**src/rtl/seg_scan_driver.sv**
```systemverilog
// Time-multiplexed 8-digit common-anode 7-segment scan driver with a per-digit dwell prescaler.
// Optional macro GHOST_BLANK_EN: when defined, the anodes are held off for BLANK cycles at each dwell start.
module seg_scan_driver #(
  parameter int DIV   = 1000,
  parameter int BLANK = 2
) (
  input  logic       clk,
  input  logic       rst,
  input  logic       run,
  input  logic [3:0] digit_in,
  output logic [2:0] sel,
  output logic       mux_en_n,
  output logic [6:0] seg,
  output logic [7:0] an,
  output logic       frame_done
);

  localparam int PW = $clog2(DIV);

  logic [PW-1:0] presc;
  logic          tick;
  logic          an_ok;
  logic [7:0]    an_nxt;
  logic [6:0]    seg_nxt;

  assign tick = run && (presc == PW'(DIV - 1));

`ifdef GHOST_BLANK_EN
  assign an_ok = (presc >= PW'(BLANK));
`else
  logic [31:0] blank_unused;
  assign blank_unused = BLANK;
  assign an_ok = 1'b1;
`endif

  // Active-low hex decode; anything that is not a clean 0..F (e.g. X from a disabled mux) stays dark.
  function automatic logic [6:0] decode(input logic [3:0] d);
    logic [6:0] s;
    case (d)
      4'h0: s = 7'h40;
      4'h1: s = 7'h79;
      4'h2: s = 7'h24;
      4'h3: s = 7'h30;
      4'h4: s = 7'h19;
      4'h5: s = 7'h12;
      4'h6: s = 7'h02;
      4'h7: s = 7'h78;
      4'h8: s = 7'h00;
      4'h9: s = 7'h10;
      4'hA: s = 7'h08;
      4'hB: s = 7'h03;
      4'hC: s = 7'h46;
      4'hD: s = 7'h21;
      4'hE: s = 7'h06;
      4'hF: s = 7'h0E;
      default: s = 7'h7F;
    endcase
    return s;
  endfunction

  // A disabled mux drives X, so the segments are forced dark while it is off.
  always_comb begin
    seg_nxt = 7'h7F;
    an_nxt  = 8'hFF;
    if (run && !mux_en_n) seg_nxt = decode(digit_in);
    if (run && an_ok)     an_nxt  = ~(8'd1 << sel);
  end

  always_ff @(posedge clk) begin
    if (rst) begin
      presc      <= '0;
      sel        <= 3'd0;
      mux_en_n   <= 1'b1;
      seg        <= 7'h7F;
      an         <= 8'hFF;
      frame_done <= 1'b0;
    end else begin
      mux_en_n   <= ~run;
      seg        <= seg_nxt;
      an         <= an_nxt;
      frame_done <= tick && (sel == 3'd7);
      if (!run) begin
        presc <= '0;
      end else if (tick) begin
        presc <= '0;
        sel   <= sel + 3'd1;
      end else begin
        presc <= presc + PW'(1);
      end
    end
  end

endmodule

```
**config.mk**
```make
export PLATFORM = sky130hd
export DESIGN_NAME = seg_scan_driver
export DESIGN_NICKNAME = d
export VERILOG_FILES = /design/src/rtl/seg_scan_driver.sv
export SDC_FILE = /design/constraint.sdc
export NUM_CORES = 1
export LEC_CHECK = 0
export CORE_UTILIZATION = 45
export CTS_BUF_LIST = sky130_fd_sc_hd__clkbuf_8
export DETAILED_ROUTE_END_ITERATION = 7
export PLACE_DENSITY = 0.69
export SLEW_MARGIN = 20
export SYNTH_ARGS = -nofsm -noshare
export SYNTH_HDL_FRONTEND = slang
export SYNTH_SLANG_ARGS = --single-unit
```
**constraint.sdc**
```tcl
create_clock -name clk -period 3.15 [get_ports clk]
set_input_delay 0.63 -clock clk [delete_from_list [all_inputs] [get_ports clk]]
set_output_delay 0.63 -clock clk [all_outputs]
set_load 0.03 [all_outputs]
```
# Word-level counts from Yosys, hierarchy flattened
# Memories as Yosys holds them, arrays and structs flattened. A register that Yosys moved wholly into a read port is not among the register bits.
# Index checks and enable logic that the tools add are counted.
# op_classes
addsub,2
n_eq_ne,2
n_shift,1
n_bitwise,3
n_reduce_logical,8
# ops
op,count
$add 10x1->10 const B,1
$eq 10x10->1 const B,1
$not 8->8,1
$shl 1x3->8 const A,1
$reduce_or 2->1,2
$add 3x1->3 const B,1
$eq 3x3->1 const B,1
$logic_and 1x1->1,3
$reduce_or 3->1,1
$not 1->1,2
$reduce_and 2->1,1
$logic_not 1->1,1
# totals
register_bits,23
rom_bits,112
inputBits,7
elab_cells,22
n_memories,1
# mem_list
memory,words,width,rd,rd_clocked_by_memory_dff,write_ports,line,rtl
(no name shown),16,7,1,1,0,39,case (d)

# Longest topological paths before layout
# depth
word_depth,4
mapped_depth,5
depth_no_buf,5

# Worst setup path before layout
# Ideal clock, no wire load.
# synth_path
path_kind,register -> register
start,register sel[1]
end,register sel[2]
arrival_time_ps,1603
required_ps,3080
slack_ps,1477
stages_incl_launch_ff,5
n_path_buf,0
synth_period_minus_slack_ps,1673
cell_sequence,dfxtp_1 > ha_1 > ha_1 > or4_1 > a21oi_1
# synth_between
elab_chain_cells,1
# synth_lines
element,line,rtl
from (decl),11,"output logic [2:0] sel,"
from (signal assigned),86,sel <= sel + 3'd1;
$add 3x1->3,86,
# No other way between the ends.
# A chain may end at the register's enable or synchronous reset.

# Final worst setup path
# layout_path
start,register sel[2]
end,output port sel[2]
# No word-level cell between the ends.

==> summary.md <==
| Metric | Value |
|---|---|
| Hold Path Cell Cnt | 1 |
| Worst EP arrival | 1.47 ns |
| Routed vias | 1089 |
| Final Critical Period | 2.10 ns |
| Worst Path Max Fanout | 8 |
| Register bit total from synthesis | 30 |
| Distinct cells, synth | 30 |
| Placer's final routability congestion estimate | 0.864 |
| Finished Cell Area | 0.00174 mm^2 |
| Sequential element share of the synthesized area | 44.7% |
| Req. time, crit path | 2.52 ns |
| Num CTS Buffers | 5 |
| Reg2reg end | presc[4]$_SDFF_PP0_ |
| Initial antenna violation count | 0 |
| FF-to-FF setup slack | 1.49 ns |
| CTS HTree Levels | 2 |
| Final Hold Vio Count | 0 |
| Detail Route Antenna Nets | 0 |
| Leak | 0.645 nW |
| CTS tree | yes |
| Layout cells sized above 1 | 9.47% |
| 1st-pass router iterations | 4 |
| WS Path Type | flip-flop to primary output |
| Fillers | 224 |
| Max Freq | 0.475 GHz |
| Syn Std Cell Area | 0.00134 mm^2 |
| Boundary pin count | 27 |
| Commonest cells after routing, fill and taps aside | 30 x dfxtp_1, 26 x clkdlybuf4s50_1, 13 x ha_1, 12 x nand2_1 |
| Final WL | 2.46 mm |
| Antenna diode count | 0 |
| Die area | 0.00321 mm^2 |
| # rows | 19 |
| Input/output buffers | 26 |
| Vias in the first global route | 927 |
| CP Capture Type | primary output |
| Fin Hold WS | 0.473 ns |
| R2R depth | 4 |
| Max stage delay on crit path | 0.72 ns |
| M1 GR Usage | 21.0% |
| RSZ-0062 raised after global routing | false |
| WL per Instance | 12.3 um |
| Clock sink total | 30 |
| Net Count, Synth | 158 |
| Yosys warnings | 0 |
| Hold buffer count at cts | 0 |
| Congestion Overflow GR | 0 |
| Layout net count | 188 |
| Destination of the worst hold path | presc[0]$_SDFF_PP0_ |
| Worst R2R Start | presc[0]$_SDFF_PP0_ |
| First DRT Iteration DRCs | 15 |
| Worst-path clk slew | 0.07 ns |
| Post-DP HPWL | 1.85 mm |
| Clk buf depth | 2 |
| Clk_lat worst skew | 0.28 ns |
| Hold path startpoint | presc[0]$_SDFF_PP0_ |
| Fin crit share | 66.8% |
| Delay-heaviest family, CP | buffers and inverters |
| Post-CTS sizing | 0 |
| Vias/cell | 5.45 |
| Synth Instances | 138 |
| Met2 Use GR | 27.1% |
| Post-CTS setup buffers | 0 |
| Type of the worst min-delay path | flip-flop to flip-flop |
| Commonest non-fill, non-tap cell in the layout | dfxtp_1 |
| Power per cell area | 468 mW/mm^2 |
| Max-slew violation count | 0 |
| Critical path startpoint category | flip-flop |
| Maximum vdd drop | 0.472 mV |
| Die Ht | 56.6 um |
| Max transition margin | 55.5% |
| Outcome | completed |
| CP bufs+invs | 1 |
| Placed cell area | 0.00163 mm^2 |
| DR DRC count | 0 |
| Syn Area/Cell | 9.74 um^2 |
| Final setup vio count | 0 |
| Initial Util | 48.3% |
| CP Cell Sequence | clkdlybuf4s50_1 |
| P&R area growth vs syn | 29.6% |
| Max cap viols | 0 |
| Largest net degree at the start of global routing | 16 |
| GRT Max-Usage Layer | met2 |
| First-pass GRT wire length | 4.19 mm |
| CTS root buf | clkbuf_8 |
| Slowest CP cell | clkdlybuf4s50_1 |
| Layout Skew | 0.00794 ns |
| Slew at the pin with the worst max-slew slack | 0.664 ns |
| Met3 Usage GRT | 6.68% |
| Sum Neg Setup Slack | 0 ns |
| Core Box Area | 0.00278 mm^2 |
| Die Wd | 56.6 um |
| Total GRT Usage | 17.1% |
## metrics by stage
| step | instances | power [mW] | worst slack [ns] | util [%] |
|---|---|---|---|---|
| global route | 200 | 0.847 | 0.978 | 62.6 |
| CTS | 200 | 0.822 | 1.04 | 62.6 |
| finish | 200 | 0.815 | 1.05 | 62.6 |
| detailed placement | 192 | 0.450 | 0.915 | 58.7 |
| global placement | 192 | 0.448 | 0.948 | 58.7 |
| floorplan | 138 | 0.426 | 1.48 | - |
## cell usage after synthesis
library cell,number,area [um^2]
dfxtp_1,30,601
ha_1,13,163
nand2_1,12,45.0
inv_1,9,33.8
nor2_1,9,33.8
a21oi_1,8,40.0
nand3_1,8,40.0
o311ai_0,5,43.8
o31ai_1,5,37.5
nor2b_1,4,25.0
o21ai_0,4,20.0
mux2_2,3,33.8
nand4_1,3,18.8
or3_1,3,18.8
or4_1,3,22.5
buf_2,2,10.0
clkbuf_1,2,7.51
o211ai_1,2,15.0
xor2_1,2,17.5
a211o_1,1,8.76
and2_1,1,6.26
and4_1,1,8.76
nand2b_1,1,6.26
nand3_2,1,10.0
nand4_2,1,12.5
nand4bb_4,1,27.5
nor4_1,1,6.26
nor4bb_1,1,10.0
o31ai_2,1,12.5
xnor2_1,1,8.76
## kinds of logic after synthesis
kind of cell | count (synthesis) | synth area share, %
muxes | 3 | 2.51
buffers and inverters | 13 | 3.82
and+or+nand+nor | 50 | 21.7
xor gates and xnor gates | 3 | 1.96
adders and majority gates | 13 | 12.1
AOI/OAI and AO/OA | 26 | 13.2
DFF | 30 | 44.7
## layout make-up
class / instances / area, um^2 / share of cell area (%)
Clock inverter: 3 / 40.0 / 2.30
Sequential cell: 30 / 601 / 34.5
Tap cell: 31 / 38.8 / 2.23
Clock buffer: 5 / 68.8 / 3.95
Timing Repair Buffer: 27 / 268 / 15.4
Inverter: 9 / 33.8 / 1.94
Multi-Input combinational cell: 95 / 692 / 39.7
## state kept, by name (all words and copies together), names as in the netlist
signal / count
mux_en_n: 1
sel: 3
frame_done: 1
seg: 7
presc: 10
an: 8
## layer usage
metal | vias up | part of all wire, %
li1 | 553 | -
met1 | 502 | 47
met2 | 28 | 46
met3 | 6 | 5.6
met4 | 0 | 1.6
met5 | - | 0
## worst max-delay path by stage
stage | from | endpoint | slack [ns] | cells past startpoint
detailed placement | digit_in[0] | seg[3]$_SDFF_PP1_ | 0.92 | 5
global placement | run | seg[5]$_SDFF_PP1_ | 0.95 | 6
finish | sel[2]$_SDFFE_PP0P_ | sel[2] | 1.05 | 1
floorplan | sel[1]$_SDFFE_PP0P_ | sel[2]$_SDFFE_PP0P_ | 1.48 | 4
global route | sel[2]$_SDFFE_PP0P_ | sel[2] | 0.98 | 1
CTS | sel[2]$_SDFFE_PP0P_ | sel[2] | 1.04 | 1
## power breakdown
part / total (mW) / internal, mW / switching [mW]
sequential: 0.386 / 0.384 / 0.00219
clock: 0.374 / 0.232 / 0.141
combinational: 0.0548 / 0.0244 / 0.0304
total: 0.815 / 0.641 / 0.174
(Power assumes the default switching activity.)
